--- config.mk ---
export PLATFORM = sky130hd
export DESIGN_NAME = input_conditioner_flat
export DESIGN_NICKNAME = d
export VERILOG_FILES = /design/src/rtl/input_conditioner_if.sv /design/src/rtl/input_conditioner.sv /design/src/flat_wrapper.sv
export SDC_FILE = /design/constraint.sdc
export NUM_CORES = 1
export LEC_CHECK = 0
export ABC_AREA = 1
export ABC_CLOCK_PERIOD_IN_PS = 1650
export CAP_MARGIN = 20
export CORE_MARGIN = 4
export CORE_UTILIZATION = 55
export DETAILED_ROUTE_END_ITERATION = 10
export GPL_ROUTABILITY_DRIVEN = 0
export PLACE_DENSITY = 0.71
export SYNTH_ARGS = -nofsm -noshare
export SYNTH_HDL_FRONTEND = slang
export SYNTH_SLANG_ARGS = --single-unit
export TNS_END_PERCENT = 50
--- constraint.sdc ---
create_clock -name CLK -period 1.65 [get_ports CLK]
set_input_delay 0.33 -clock CLK [delete_from_list [all_inputs] [get_ports CLK]]
set_output_delay 0.33 -clock CLK [all_outputs]
set_load 0.01 [all_outputs]
--- src/rtl/input_conditioner_if.sv ---
// Panel switch inputs and debounced controller levels.
// master drives the raw switches; slave is the conditioner.
interface input_conditioner_if;
  logic       raw_h;
  logic       raw_dc;
  logic       raw_c;
  logic       H;
  logic       DC;
  logic       C;
  logic [2:0] chg;

  modport master (
    output raw_h, raw_dc, raw_c,
    input  H, DC, C, chg
  );

  modport slave (
    input  raw_h, raw_dc, raw_c,
    output H, DC, C, chg
  );
endinterface

--- src/rtl/input_conditioner.sv ---
// Synchronise and debounce three panel switches into clean
// registered levels plus one-cycle change pulses.
module input_conditioner #(
  parameter int unsigned TICK_DIV  = 1,
  parameter int unsigned DEB_TICKS = 4
) (
  input logic                CLK,
  input logic                reset,
  input_conditioner_if.slave io
);

  localparam int unsigned TW =
    (TICK_DIV > 1) ? $clog2(TICK_DIV) : 1;
  localparam logic [TW-1:0] TMAX = TW'(TICK_DIV - 1);
  localparam logic [7:0]    CMAX = 8'(DEB_TICKS - 1);

  typedef enum logic [1:0] {
    LOW  = 2'b00,
    RISE = 2'b01,
    HIGH = 2'b10,
    FALL = 2'b11
  } st_e;

  logic [2:0]    raw;
  logic [2:0]    s1_d, s1_q;
  logic [2:0]    s2_d, s2_q;
  logic [2:0]    out_d, out_q;
  logic [2:0]    dly_d, dly_q;
  logic [TW-1:0] tc_d, tc_q;
  logic          tick;
  st_e           st_d [3];
  st_e           st_q [3];
  logic [7:0]    cnt_d [3];
  logic [7:0]    cnt_q [3];

  always_comb begin
    raw   = {io.raw_h, io.raw_dc, io.raw_c};
    s1_d  = raw;
    s2_d  = s1_q;
    dly_d = out_q;
    tick  = (tc_q == TMAX);
    tc_d  = tick ? '0 : tc_q + 1'b1;
    for (int i = 0; i < 3; i++) begin
      st_d[i]  = st_q[i];
      cnt_d[i] = cnt_q[i];
      if (tick) begin
        case (st_q[i])
          LOW: if (s2_q[i]) begin
            st_d[i]  = RISE;
            cnt_d[i] = 8'd1;
          end
          RISE: if (!s2_q[i]) begin
            st_d[i]  = LOW;
            cnt_d[i] = 8'd0;
          end else if (cnt_q[i] == CMAX) begin
            st_d[i]  = HIGH;
            cnt_d[i] = 8'd0;
          end else begin
            cnt_d[i] = cnt_q[i] + 8'd1;
          end
          HIGH: if (!s2_q[i]) begin
            st_d[i]  = FALL;
            cnt_d[i] = 8'd1;
          end
          FALL: if (s2_q[i]) begin
            st_d[i]  = HIGH;
            cnt_d[i] = 8'd0;
          end else if (cnt_q[i] == CMAX) begin
            st_d[i]  = LOW;
            cnt_d[i] = 8'd0;
          end else begin
            cnt_d[i] = cnt_q[i] + 8'd1;
          end
          default: begin
            st_d[i]  = LOW;
            cnt_d[i] = 8'd0;
          end
        endcase
      end
      // Level follows the next state so it lands with the transition.
      out_d[i] = (st_d[i] == HIGH) || (st_d[i] == FALL);
    end
  end

  always_ff @(posedge CLK or posedge reset) begin
    if (reset) begin
      s1_q  <= '0;
      s2_q  <= '0;
      out_q <= '0;
      dly_q <= '0;
      tc_q  <= '0;
      for (int i = 0; i < 3; i++) begin
        st_q[i]  <= LOW;
        cnt_q[i] <= 8'd0;
      end
    end else begin
      s1_q  <= s1_d;
      s2_q  <= s2_d;
      out_q <= out_d;
      dly_q <= dly_d;
      tc_q  <= tc_d;
      for (int i = 0; i < 3; i++) begin
        st_q[i]  <= st_d[i];
        cnt_q[i] <= cnt_d[i];
      end
    end
  end

  assign io.H   = out_q[2];
  assign io.DC  = out_q[1];
  assign io.C   = out_q[0];
  assign io.chg = out_q ^ dly_q;

endmodule

--- src/flat_wrapper.sv ---
// flat-port wrapper written by rule: the top's interface ports become plain ports
module input_conditioner_flat 
#(
  parameter int unsigned TICK_DIV  = 1,
  parameter int unsigned DEB_TICKS = 4
)
  (CLK, reset, io_raw_h, io_raw_dc, io_raw_c, io_H, io_DC, io_C, io_chg);
  input_conditioner_if io_i ();
  input logic CLK;
  input logic reset;
  input wire logic [$bits(io_i.raw_h)-1:0] io_raw_h;
  input wire logic [$bits(io_i.raw_dc)-1:0] io_raw_dc;
  input wire logic [$bits(io_i.raw_c)-1:0] io_raw_c;
  output wire logic [$bits(io_i.H)-1:0] io_H;
  output wire logic [$bits(io_i.DC)-1:0] io_DC;
  output wire logic [$bits(io_i.C)-1:0] io_C;
  output wire logic [$bits(io_i.chg)-1:0] io_chg;
  assign io_i.raw_h = io_raw_h;
  assign io_i.raw_dc = io_raw_dc;
  assign io_i.raw_c = io_raw_c;
  assign io_H = io_i.H;
  assign io_DC = io_i.DC;
  assign io_C = io_i.C;
  assign io_chg = io_i.chg;
  input_conditioner #(.TICK_DIV(TICK_DIV), .DEB_TICKS(DEB_TICKS)) u_core (.CLK(CLK), .reset(reset), .io(io_i));
endmodule
==> metrics.cfg <==
[clock_tree]
cts_tree = built
cts_root_buffer = clkbuf_8
cts_inserted_buffers = 5
cts-resized-gates = 3
htree_levels = 2
clock_path_buffers = 2
clkTransAtPathRegs_ns = 0.09
post_cts_buffers = 0
clock-sinks = 42
insertion_delay_ns = 0.30
holdBufCountCts = 0

[worst_setup_path]
crit_buf_inv = 1
slowest_delay_ns = 0.55
ff2ff_setup_slack_ns = 0.32
worstPathMaxFanout = 3
critPathTopFamily = buffers and inverters
path_cells = clkdlybuf4s50_1
rr_worst_depth = 6
crit_type = register to primary output
r2r-end = u_core.st_q[1]$_DFF_PP0_
crit_arrival_ns = 1.25
cp-end-kind = primary output
cp.required_ns = 1.32
r2r-start = u_core.cnt_q[0]$_DFFE_PP0P_
cp-start-kind = register
cpMaxStageDelayCell = clkdlybuf4s50_1

[place]
placed_area_um2 = 2280
hpwl_mm = 2.57
dpl_worst_slack_ns = 0.225
io_buffer_count = 10
dp.cells = 323

[routing]
drt-total-wl_mm = 3.51
via_per_inst = 4.93
detail_route.wl_per_cell_um = 10.6
via_count = 1631
dr.pass1.iters = 4
detail-route-antenna-nets = 0
drc = 0
drtIter0Drc = 109

[grt]
met3_usage_pct = 4.78
grt_overflow = 0
grtUsageMet1_pct = 20.5
antenna_found_initial = 0
use_met2_pct = 28.8
grt_pass1_vias = 1594
track_usage_pct = 16.7
grt_pass1_wl_mm = 6.67
top_usage_layer = met2
grt_start_max_net_pins = 43

[worst_hold_path]
worstHoldPathType = register to register
hold_start = u_core.s1_q[2]$_DFF_PP0_
hold_end = u_core.s2_q[2]$_DFF_PP0_
hold-path-cell-count = 0

[synth]
ys_seq_area_share_pct = 50.1
synth_edf_count = 0
synth-main-ff-cell = dfrtp_1
syn_nets = 272
synth-async-reset-ratio_pct = 100
yosys_register_bits = 42
yosysWarningCount = 0
ys_types = 22
synthCells = 264
syn_area_um2 = 2100
avgSynthCellArea_um2 = 7.95

[timing]
relSlewSlack_pct = 82.7
fmax_ghz = 0.632
setup_viol = 0
skew_ns = 0.00436
worst_slack_ns = 0.0668
rsz0062_at_grt = false
slew_violations = 0
fin_crit_ns = 1.58
fin_setup_tns_ns = 0
worstMarginPinSlew_ns = 0.258
hold_viol = 0
finalCritPeriodShare_pct = 95.9

[pwr]
p_per_area_nw_per_um2 = 1380
irDropWorstVdd_mv = 1.12
p_total_mw = 3.28
power_leakage_nw = 1.21

[floorplan]
die_area_um2 = 4870
ios = 11
core_um2 = 3660
start_util_pct = 57.3
die-width_um = 69.8
die_y_um = 69.8
row_count = 22

[run_status]
status = finished clean

[cells_and_area]
nets = 290
final_cell_count_no_fill = 331
drive_gt1_share_pct = 11.3
design_area_um2 = 2370
syn2layout_area_growth_pct = 13.2
insertedDiodeCount = 0

[flow_run]
cap_violations = 0

[final cells by class]
cell class / instances / area (um2)
inverters: 35 / 131
repair buffers: 11 / 119
flip-flops and latches: 42 / 1050
well taps: 48 / 60.1
clock buffers: 5 / 68.8
fillers: 307 / 1290
multi-input cells: 187 / 916
clock inverters: 3 / 28.8
[placed cells by master (no fill, tap or decap), types with 2 or more instances in the layout]
cell	Yosys	routed
nand2_1	80	80
dfrtp_1	42	42
nor2_1	32	32
inv_1	31	31
nand3_1	24	24
o21ai_0	11	11
xor2_1	7	7
nand2_2	6	6
clkdlybuf4s50_1	0	6
clkbuf_8	0	5
nor2_2	4	4
inv_2	4	4
a21oi_1	4	4
nand3_2	3	3
nor2_4	3	3
ha_1	3	3
dlygate4sd2_1	0	3
nand4_1	2	2
o21ai_1	2	2
[power by group]
| group | total, mW | leakage, nW | switching, mW | internal, mW |
|---|---|---|---|---|
| registers | 1.45 | 0.544 | 0.191 | 1.25 |
| clock network | 0.720 | 0.0506 | 0.404 | 0.316 |
| logic | 1.11 | 0.620 | 0.680 | 0.433 |
[cell usage after synthesis, types with 2 or more instances]
| cell type | number | share of area, % |
|---|---|---|
| inv_1 | 31 | 5.5 |
| inv_2 | 4 | 0.72 |
| o21ai_0 | 11 | 2.6 |
| nand3_1 | 24 | 5.7 |
| nand2_2 | 6 | 1.8 |
| nor2_4 | 3 | 1.6 |
| nand4_1 | 2 | 0.60 |
| dfrtp_1 | 42 | 50 |
| nand2_1 | 80 | 14 |
| a21oi_1 | 4 | 0.95 |
| xor2_1 | 7 | 2.9 |
| nand3_2 | 3 | 1.4 |
| nor2_2 | 4 | 1.2 |
| o21ai_1 | 2 | 0.48 |
| ha_1 | 3 | 1.8 |
| nor2_1 | 32 | 5.7 |
[worst register-to-register path: cells and delay by family, from the launching register on]
family | cells | cell delay, ns
AO/OA/AOI/OAI | 1 | 0.09
adder cells (fa/ha/maj) | 1 | 0.24
flip-flops | 1 | 0.40
AND/OR/NAND/NOR | 4 | 0.47
[per-stage QoR]
step	utilization [%]	hold slack [ns]
after floorplan	-	0.331
after global placement	62.2	0.332
after detailed placement	62.2	0.336
after CTS	64.8	0.358
after global routing	64.9	0.379
final	64.9	0.354
[how the worst max path moves through the flow]
stage,from,endpoint,slack (ns),cells past startpoint
2_1_floorplan,reset,u_core.cnt_q[0]$_DFFE_PP0P_,0.35,1
3_3_place_gp,u_core.dly_d[0]$_DFF_PP0_,io_chg[0],0.26,2
3_5_place_dp,u_core.dly_d[0]$_DFF_PP0_,io_chg[0],0.22,2
4_1_cts,u_core.dly_d[2]$_DFF_PP0_,io_H,0.04,1
5_1_grt,u_core.dly_d[2]$_DFF_PP0_,io_H,0.008,1
6_report,u_core.dly_d[2]$_DFF_PP0_,io_H,0.07,1
[logic make-up after synthesis]
kind of cell	share of synthesized area, %
flops	50.1
xor+xnor	2.92
compound gates	4.77
buf+inv	6.26
simple gates	34.2
fa+ha+maj	1.79
[flip-flops by register name, indices dropped and copies added, names as in the netlist]
signal	count
u_core.s1_q	3
u_core.st_q	6
u_core.s2_q	3
u_core.dly_d	3
u_core.dly_q	3
u_core.cnt_q	24
[layer usage]
| layer | part of all wire, % | up-vias |
|---|---|---|
| met2 | 48 | 22 |
| met4 | 1.4 | 0 |
| met3 | 3.9 | 6 |
| met1 | 47 | 739 |
| met5 | 0 | - |
| li1 | - | 864 |
Power figures use the tool's default switching activity.
